## src/rtl/ara_runtime_perf_monitor_if.sv

```systemverilog
// ara_runtime_perf_monitor_if: registered read port of the runtime/event perf monitor
interface ara_runtime_perf_monitor_if #(
  parameter int unsigned AddrW = 3,
  parameter int unsigned DataW = 64
) ();
  logic             rd_req_i;
  logic [AddrW-1:0] rd_addr_i;
  logic [DataW-1:0] rd_data_o;
  logic             rd_valid_o;
  modport master (output rd_req_i, rd_addr_i, input rd_data_o, rd_valid_o);
  modport slave (input rd_req_i, rd_addr_i, output rd_data_o, rd_valid_o);
endinterface

```

## src/rtl/ara_runtime_perf_monitor.sv

```systemverilog
// ara_runtime_perf_monitor: kernel runtime and event counters with snapshots taken when the cluster returns idle
module ara_runtime_perf_monitor #(
  parameter int unsigned NrGroups     = 1,
  parameter int unsigned NrEvents     = 3,
  parameter int unsigned CntWidth     = 64,
  parameter bit          SaturateCnt  = 1'b1,
  parameter int unsigned SnapCntWidth = 16
) (
  input  logic                      clk_i,
  input  logic                      rst_ni,
  input  logic                      sw_en_i,
  input  logic                      clear_i,
  input  logic                      acc_req_valid_i,
  input  logic [NrGroups-1:0]       ara_idle_i,
  input  logic [NrEvents-1:0]       event_i,
  ara_runtime_perf_monitor_if.slave rd,
  output logic                      cnt_active_o,
  output logic                      snap_valid_o,
  output logic [SnapCntWidth-1:0]   snap_count_o,
  output logic [NrEvents:0]         overflow_o
);
  localparam int unsigned NrCnt = NrEvents + 1;
  localparam int unsigned AddrW = $clog2(NrEvents + 2);

  typedef enum logic [1:0] {IDLE, COUNT, DRAIN} state_e;

  state_e                  r_state, w_state_d;
  logic                    w_all_idle, w_snap;
  logic [NrCnt-1:0]        w_inc;
  logic [CntWidth-1:0]     r_cnt [NrCnt];
  logic [CntWidth-1:0]     r_snap [NrCnt];
  logic [NrEvents:0]       r_overflow;
  logic                    r_pending, r_snap_valid, r_rd_valid;
  logic [SnapCntWidth-1:0] r_snap_count;
  logic [CntWidth-1:0]     r_rd_data, w_rd_mux;

  assign w_all_idle   = &ara_idle_i;
  assign cnt_active_o = r_state != IDLE;
  assign w_snap       = r_pending && w_all_idle && !acc_req_valid_i;
  // counter 0 is runtime, counters 1..NrEvents follow the event strobes
  assign w_inc        = {event_i, 1'b1} & {NrCnt{cnt_active_o}};

  always_comb begin
    w_state_d = r_state;
    case (r_state)
      IDLE:    w_state_d = (acc_req_valid_i && sw_en_i) ? COUNT : IDLE;
      COUNT:   w_state_d = sw_en_i ? COUNT : (w_all_idle ? IDLE : DRAIN);
      DRAIN:   w_state_d = sw_en_i ? COUNT : (w_all_idle ? IDLE : DRAIN);
      default: w_state_d = IDLE;
    endcase
    if (clear_i) w_state_d = IDLE;
  end

  always_ff @(posedge clk_i or negedge rst_ni)
    if (!rst_ni) r_state <= IDLE;
    else r_state <= w_state_d;

  always_ff @(posedge clk_i or negedge rst_ni)
    if (!rst_ni) begin
      for (int k = 0; k < NrCnt; k++) begin
        r_cnt[k]  <= '0;
        r_snap[k] <= '0;
      end
      r_overflow   <= '0;
      r_pending    <= 1'b0;
      r_snap_valid <= 1'b0;
      r_snap_count <= '0;
    end else if (clear_i) begin
      for (int k = 0; k < NrCnt; k++) begin
        r_cnt[k]  <= '0;
        r_snap[k] <= '0;
      end
      r_overflow   <= '0;
      r_pending    <= 1'b0;
      r_snap_valid <= 1'b0;
      r_snap_count <= '0;
    end else begin
      for (int k = 0; k < NrCnt; k++) begin
        if (w_inc[k]) r_cnt[k] <= (SaturateCnt && &r_cnt[k]) ? r_cnt[k] : r_cnt[k] + 1'b1;
        if (w_inc[k] && &r_cnt[k]) r_overflow[k] <= 1'b1;
        if (w_snap) r_snap[k] <= r_cnt[k];
      end
      if (w_snap) begin
        r_pending    <= 1'b0;
        r_snap_valid <= 1'b1;
        r_snap_count <= &r_snap_count ? r_snap_count : r_snap_count + 1'b1;
      end else if (acc_req_valid_i) r_pending <= 1'b1;
    end

  // snapshots are muxed from their q values, so a read colliding with a snapshot sees the old one
  always_comb begin
    w_rd_mux = '0;
    for (int k = 0; k < NrCnt; k++)
      if (rd.rd_addr_i == AddrW'(k)) w_rd_mux = r_snap[k];
    if (rd.rd_addr_i == AddrW'(NrCnt)) w_rd_mux = r_cnt[0];
  end

  always_ff @(posedge clk_i or negedge rst_ni)
    if (!rst_ni) begin
      r_rd_valid <= 1'b0;
      r_rd_data  <= '0;
    end else begin
      r_rd_valid <= rd.rd_req_i;
      if (rd.rd_req_i) r_rd_data <= w_rd_mux;
    end

  assign rd.rd_data_o  = r_rd_data;
  assign rd.rd_valid_o = r_rd_valid;
  assign snap_valid_o  = r_snap_valid;
  assign snap_count_o  = r_snap_count;
  assign overflow_o    = r_overflow;
endmodule

```

## src/flat_wrapper.sv

```systemverilog
// flat-port wrapper written by rule: the top's interface ports become plain ports
module ara_runtime_perf_monitor_flat 
#(
  parameter int unsigned NrGroups     = 1,
  parameter int unsigned NrEvents     = 3,
  parameter int unsigned CntWidth     = 64,
  parameter bit          SaturateCnt  = 1'b1,
  parameter int unsigned SnapCntWidth = 16
)
  (clk_i, rst_ni, sw_en_i, clear_i, acc_req_valid_i, ara_idle_i, event_i, cnt_active_o, snap_valid_o, snap_count_o, overflow_o, rd_rd_req_i, rd_rd_addr_i, rd_rd_data_o, rd_rd_valid_o);
  ara_runtime_perf_monitor_if #(.AddrW(3), .DataW(64)) rd_i ();
  input  logic clk_i;
  input  logic rst_ni;
  input  logic sw_en_i;
  input  logic clear_i;
  input  logic acc_req_valid_i;
  input  logic [NrGroups-1:0] ara_idle_i;
  input  logic [NrEvents-1:0] event_i;
  output logic cnt_active_o;
  output logic snap_valid_o;
  output logic [SnapCntWidth-1:0] snap_count_o;
  output logic [NrEvents:0] overflow_o;
  input wire logic [$bits(rd_i.rd_req_i)-1:0] rd_rd_req_i;
  input wire logic [$bits(rd_i.rd_addr_i)-1:0] rd_rd_addr_i;
  output wire logic [$bits(rd_i.rd_data_o)-1:0] rd_rd_data_o;
  output wire logic [$bits(rd_i.rd_valid_o)-1:0] rd_rd_valid_o;
  assign rd_i.rd_req_i = rd_rd_req_i;
  assign rd_i.rd_addr_i = rd_rd_addr_i;
  assign rd_rd_data_o = rd_i.rd_data_o;
  assign rd_rd_valid_o = rd_i.rd_valid_o;
  ara_runtime_perf_monitor #(.NrGroups(NrGroups), .NrEvents(NrEvents), .CntWidth(CntWidth), .SaturateCnt(SaturateCnt), .SnapCntWidth(SnapCntWidth)) u_core (.clk_i(clk_i), .rst_ni(rst_ni), .sw_en_i(sw_en_i), .clear_i(clear_i), .acc_req_valid_i(acc_req_valid_i), .ara_idle_i(ara_idle_i), .event_i(event_i), .rd(rd_i), .cnt_active_o(cnt_active_o), .snap_valid_o(snap_valid_o), .snap_count_o(snap_count_o), .overflow_o(overflow_o));
endmodule
```

## config.mk

```make
export PLATFORM = sky130hd
export DESIGN_NAME = ara_runtime_perf_monitor_flat
export DESIGN_NICKNAME = d
export VERILOG_FILES = /design/src/rtl/ara_runtime_perf_monitor_if.sv /design/src/rtl/ara_runtime_perf_monitor.sv /design/src/flat_wrapper.sv
export SDC_FILE = /design/constraint.sdc
export NUM_CORES = 1
export LEC_CHECK = 0
export CORE_ASPECT_RATIO = 1.5
export CORE_UTILIZATION = 38
export CTS_CLUSTER_DIAMETER = 80
export CTS_CLUSTER_SIZE = 25
export DETAILED_ROUTE_END_ITERATION = 16
export HOLD_SLACK_MARGIN = 0.08
export PLACE_DENSITY = 0.52
export REMOVE_ABC_BUFFERS = 1
export SLEW_MARGIN = 5
export SYNTH_ARGS = -nofsm -noshare
export SYNTH_HDL_FRONTEND = slang
export SYNTH_SLANG_ARGS = --single-unit
```

## constraint.sdc

```tcl
create_clock -name clk_i -period 3.37 [get_ports clk_i]
set_input_delay 0.674 -clock clk_i [delete_from_list [all_inputs] [get_ports clk_i]]
set_output_delay 0.674 -clock clk_i [all_outputs]
set_load 0.05 [all_outputs]
```

==> results.yml, run 1 <==
place:
  place.gp.congestion: 0.8745
  place_inst: 4372
  portBuffers: 99
  dpl_cell_area_um2: 32880
  hpwlAfterDp_um: 66580
critical_path:
  reg2reg_to: "u_core.r_cnt[158]"
  cp_max_fo: 5
  required_ns: 2.70
  r2r_cells: 6
  r2r-start: "u_core.r_cnt[138]"
  cp-start-kind: "flop"
  arrival_ns: 2.51
  worstSetupEndpointType: "output port"
  crit_type: "reg2out"
  r2r_slack_ns: 0.50
  crit_start: "u_core.r_state[0]"
  crit_end: "cnt_active_o"
drt:
  vias: 25484
  wirelength_um: 93920
  drt_iter0_drc: 2145
  post-route-drc-count: 0
  route.detailed.wl_per_inst_um: 21.24
  drtAntennaViolNets: 0
  first_pass_iters: 8
  via_per_inst: 5.763
sta:
  finalHoldViolCount: 0
  fin_skew_ns: 0.02604
  rsz0062_at_grt: "no"
  period_needed_ns: 3.183
  setup_viol: 0
  post-route-period-util_pct: 94.46
  fmax_ghz: 0.3141
  fin_setup_tns_ns: 0
  holdWs_ns: 0.4469
  relSlewSlack_pct: 47.86
  tightestPinTransition_ns: 0.7820
  drv_slew: 0
clocking:
  clk_pin_slew_ns: 0.10
  clk_latency_ns: 0.65
  cts_buffers: 31
  clkSinkCount: 601
  cts_tree: "built"
  cts_max_path_buffers: 3
  cts-resized-gates: 0
  postCtsHoldBufs: 1
  htreeDepth: 1
  post_cts_buffers: 0
  cts_root_buffer: "clkbuf_16"
logic_synthesis:
  yosys_warnings: 0
  synth_top_family_by_area: "simple AND/OR/NAND/NOR gates"
  ys_seq_elements: 601
  ys_types: 71
  synth-simple-area-share_pct: 24.00
  muxShareOfSynthArea_pct: 4.170
  synth_async_sr_flop_share_pct: 100.0
  synth_fa_ha_area_share_pct: 0.2887
  syn_inst: 3372
  syn_avg_cell_area_um2: 8.996
  synth_edf_count: 0
  mappedNetlistArea_um2: 30330
  synth-seq-area-share_pct: 49.58
  synth_ff_type: "dfrtp_1"
  synth-xor-area-share_pct: 2.743
  synth_compound_area_share_pct: 15.74
finish:
  fill_cells: 7753
  stdcell_area_um2: 33920
  final_common_cell: "nand2_1"
  layout.nets: 3402
  antenna_cells: 0
  drive_above_1_share_pct: 7.858
  final_cells: 4422
  final_cell_mix: "nand2_1 (630), dfrtp_1 (601), a21oi_1 (470), nor2_1 (252), nand3_1 (111)"
  area_growth_syn_to_layout_pct: 11.82
floorplanning:
  coreArea_um2: 78830
  io-pin-count: 100
  num_rows: 126
  die_x_um: 232.7
  initial_core_util_pct: 38.48
  die_h_um: 348.0
  die_area_um2: 80980
status:
  status: "finished, final reports clean"
global_routing:
  antenna_found_initial: 0
  grt_pass1_vias: 25084
  grt_overflow: 0
  track_usage_pct: 23.16
  grt_max_degree: 133
  grt_pass1_wl_um: 148100
flow_run:
  drv_cap: 0
power:
  vdd_ir_drop_max_mv: 0.4174
  leakagePower_nw: 13.10
  p_per_area_nw_per_um2: 384.4
worst_hold_path:
  hp-class: "in2reg"
## metrics by stage
step | worst slack (ns) | utilization [%] | power (mW)
after floorplan | -5.573 | - | 7.834
after global placement | 0.3468 | 41.71 | 8.530
after detailed placement | 0.3420 | 41.71 | 8.545
after CTS | 0.1280 | 43.03 | 13.23
after global routing | 0.09115 | 43.03 | 13.50
final | 0.1867 | 43.03 | 13.04
## worst max-delay path: stages, from the launching register on
cell             delay, ns
dfrtp_1               0.36
inv_1                 0.05
ha_1                  0.29
inv_1                 0.25
clkdlybuf4s50_1       0.92
## worst min-delay path by stage
stage,startpoint,endpoint,slack [ns],cells after the start
finish,clear_i,u_core.r_cnt[128],0.45,2
global route,clear_i,u_core.r_cnt[129],0.49,2
CTS,clear_i,u_core.r_cnt[128],0.43,2
detailed placement,u_core.rd.rd_data_o[24],u_core.rd.rd_data_o[24],0.47,1
global placement,u_core.rd.rd_data_o[34],u_core.rd.rd_data_o[34],0.47,1
floorplan,rst_ni,u_core.overflow_o[0],0.38,0
## Yosys cell counts (10+ instances only)
| master | number | area share [%] |
|---|---|---|
| buf_2 | 22 | 0.36 |
| a21oi_1 | 470 | 7.8 |
| mux2_2 | 37 | 1.4 |
| or3_1 | 91 | 1.9 |
| xnor2_1 | 31 | 0.90 |
| o211ai_1 | 10 | 0.25 |
| a22oi_1 | 53 | 1.3 |
| nor3_1 | 33 | 0.54 |
| nand4_1 | 76 | 1.6 |
| mux4_2 | 11 | 0.82 |
| inv_1 | 21 | 0.26 |
| nor3b_1 | 10 | 0.25 |
| o31ai_1 | 46 | 1.1 |
| nor2_1 | 253 | 3.1 |
| o221ai_1 | 53 | 1.5 |
| xor2_1 | 64 | 1.8 |
| and2_1 | 21 | 0.43 |
| dfrtp_1 | 601 | 50 |
| or4_1 | 52 | 1.3 |
| nand3_1 | 111 | 1.8 |
| o21a_1 | 53 | 1.3 |
| clkbuf_1 | 204 | 2.5 |
| nor2b_1 | 55 | 1.1 |
| nand2_1 | 630 | 7.8 |
| and4_1 | 39 | 1.1 |
| o21ai_0 | 95 | 1.6 |
| or2_2 | 11 | 0.23 |
| mux2i_1 | 57 | 1.9 |
| nor4_1 | 29 | 0.60 |
| and3_1 | 41 | 0.85 |
## report_power, final
group	switching (mW)	internal, mW
logic	0.796	0.277
clock network	2.58	2.07
registers	0.0441	7.27
## routing by layer
metal  vias to the layer above  share of wire [%]  wire length (µm)  global-route usage (%)
met5                         -                  0                 0                       0
met4                         0                4.2              3986                   9.537
met3                       177                4.3              4001                   2.190
met2                       643                 47             44290                   37.37
met1                     12682                 44             41640                   31.78
li1                      11982                  -                 -                       -
## state kept, by name, summed over array words and instances (netlist names)
signal and cells:
u_core.snap_count_o 16, u_core.rd.rd_data_o 64, u_core.rd.rd_valid_o 1, u_core.r_pending 1
u_core.snap_valid_o 1, u_core.r_snap 256, u_core.overflow_o 4, u_core.r_cnt 256
u_core.r_state 2
## cell families (layout without fill, tap and decap cells)
kind of cell    after synthesis  after routing
compound gates              809            809
flops                       601            601
buf+inv                     262            288
xor+xnor                     95             95
fa+ha+maj                     7              7
simple gates               1491           1491
mux                         107            107
## final cells by class
cell class              count  area [µm²]  area share (%)
clock buffers              34       807.0           2.379
clock inverters            15       221.5          0.6529
inverters                  21       78.83          0.2324
multi-input cells        2509       14290           42.14
flip-flops and latches    601       15040           44.34
well taps                1024        1281           3.777
repair buffers            218        2198           6.481
Note: power is estimated with default switching activity, not from simulation.
==> run 2, diff against run 1 <==
--- a/config.mk
+++ b/config.mk
@@ -13,7 +13,7 @@
 export HOLD_SLACK_MARGIN = 0.08
 export PLACE_DENSITY = 0.52
 export REMOVE_ABC_BUFFERS = 1
-export SLEW_MARGIN = 5
+export SLEW_MARGIN = 15
 export SYNTH_ARGS = -nofsm -noshare
 export SYNTH_HDL_FRONTEND = slang
 export SYNTH_SLANG_ARGS = --single-unit
==> constraint.sdc (replaced) <==
create_clock -name clk_i -period 3.37 [get_ports clk_i]
set_input_delay 0.674 -clock clk_i [delete_from_list [all_inputs] [get_ports clk_i]]
set_output_delay 0.674 -clock clk_i [all_outputs]
set_load 0.005 [all_outputs]
==> results.yml, run 2 (synthesized netlist as in run 1, its figures left out) <==
place:
  place.gp.congestion: 0.8701
  portBuffers: 99
  hpwlAfterDp_um: 66500
  place_inst: 4371
global_routing:
  antenna_found_initial: 0
  grt_overflow: 0
  grt_pass1_wl_um: 149200
  grt_max_degree: 124
  grt_pass1_vias: 25130
  track_usage_pct: 23.51
floorplanning:
  initial_core_util_pct: 38.48
  die_x_um: 232.7
  die_area_um2: 80980
  io-pin-count: 100
  coreArea_um2: 78830
  die_h_um: 348.0
  num_rows: 126
clocking:
  cts_max_path_buffers: 3
  cts_tree: "built"
  clk_latency_ns: 0.60
  cts-resized-gates: 0
  cts_buffers: 34
  postCtsHoldBufs: 1
  htreeDepth: 2
  cts_root_buffer: "clkbuf_16"
  post_cts_buffers: 0
  clk_pin_slew_ns: 0.10
  clkSinkCount: 601
power:
  leakagePower_nw: 13.18
  p_sw_share_pct: 25.05
  pwr-share-clk_pct: 38.6
  power_frac_comb_pct: 6.5
  vdd_ir_drop_max_mv: 0.2722
  internal_power_mw: 9.975
  power_mw: 13.31
  seqPwrFrac_pct: 54.9
  p_per_area_nw_per_um2: 390.8
  p_switching_mw: 3.334
critical_path:
  slowest_delay_ns: 0.46
  crit_type: "reg2out"
  crit_path_frequent_cell: "inv_1"
  required_ns: 2.70
  cp-start-kind: "flop"
  crit_slowest_cell: "clkdlybuf4s50_1"
  r2r_cells: 8
  cp_max_fo: 6
  critical_path.cell_chain: "inv_1, ha_1, inv_1, buf_4, clkdlybuf4s50_1"
  worstSetupEndpointType: "output port"
  r2r_slack_ns: 0.48
  reg2reg_to: "u_core.r_cnt[144]"
  r2r-start: "u_core.r_cnt[128]"
  arrival_ns: 2.39
sta:
  period_needed_ns: 3.068
  tightestPinTransition_ns: 0.8389
  finalHoldViolCount: 0
  fmax_ghz: 0.3259
  relSlewSlack_pct: 44.08
  setup_viol: 0
  rsz0062_at_grt: "no"
  drv_slew: 0
  post-route-period-util_pct: 91.05
  fin_skew_ns: 0.01713
drt:
  first_pass_iters: 5
  post-route-drc-count: 0
  route.detailed.wl_per_inst_um: 21.32
  drt_iter0_drc: 2365
  wirelength_um: 94450
  vias: 25519
  via_per_inst: 5.759
  drtAntennaViolNets: 0
finish:
  drive_above_1_share_pct: 8.101
  antenna_cells: 0
  final_cells: 4431
  final_common_cell: "nand2_1"
  final_cell_mix: "nand2_1 (630), dfrtp_1 (601), a21oi_1 (470), nor2_1 (252), nand3_1 (111)"
  area_growth_syn_to_layout_pct: 12.29
  final_core_util_pct: 43.21
  layout.nets: 3404
flow_run:
  drv_cap: 0
worst_hold_path:
  holdPathEnd: "u_core.r_cnt[138]"
  holdPathStages: 2
  hp-class: "in2reg"
  hold_start: "clear_i"
status:
  status: "finished, final reports clean"
## run 2: worst max-delay path: cells and delay by family, from the launching register on
kind       cells  cell delay, ns
flops          1            0.40
buf+inv        4            0.96
fa+ha+maj      1            0.43
## run 2: how the worst max path moves through the flow
stage | end | startpoint
6_report | cnt_active_o | u_core.r_state[0]
5_1_grt | cnt_active_o | u_core.r_state[0]
4_1_cts | cnt_active_o | u_core.r_state[0]
3_5_place_dp | u_core.r_cnt[53] | event_i[2]
3_3_place_gp | u_core.r_cnt[61] | event_i[2]
2_1_floorplan | u_core.r_snap[0] | ara_idle_i
## run 2: final cells by class
cell class | instances | area [µm²]
Clock buffer | 41 | 970.9
Clock inverter | 18 | 246.5
Fill cell | 7678 | 44760
Inverter | 21 | 78.83
Multi-Input combinational cell | 2509 | 14290
Sequential cell | 601 | 15040
Tap cell | 1024 | 1281
Timing Repair Buffer | 217 | 2153
## run 2: layer usage
| metal | up-vias | share of wire, % | GRT usage, % | wire length [µm] |
|---|---|---|---|---|
| met2 | 660 | 47 | 37.59 | 44510 |
| met3 | 167 | 4.0 | 2.222 | 3791 |
| met4 | 0 | 4.2 | 9.484 | 3961 |
| li1 | 11960 | - | - | - |
| met1 | 12732 | 45 | 32.65 | 42180 |
| met5 | - | 0 | 0 | 0 |
## run 2: power groups by stage
stage / clock network (mW) / registers (mW) / logic [mW]
floorplan: 0 / 7.45 / 0.191
global placement: 0 / 7.45 / 0.874
detailed placement: 0 / 7.45 / 0.886
CTS: 5.32 / 7.31 / 0.888
global route: 5.52 / 7.32 / 0.952
finish: 5.13 / 7.31 / 0.868
## run 2: per-stage QoR
step | TNS [ns] | instance area, µm² | worst slack, ns | hold slack [ns]
after floorplan | -1447.06 | 29360 | -5.573 | 0.3784
after global placement | 0 | 32830 | 0.2890 | 0.4654
after detailed placement | 0 | 32830 | 0.2782 | 0.4663
after CTS | 0 | 34060 | 0.2704 | 0.4788
after global routing | 0 | 34060 | 0.1967 | 0.4976
final | 0 | 34060 | 0.3017 | 0.4774
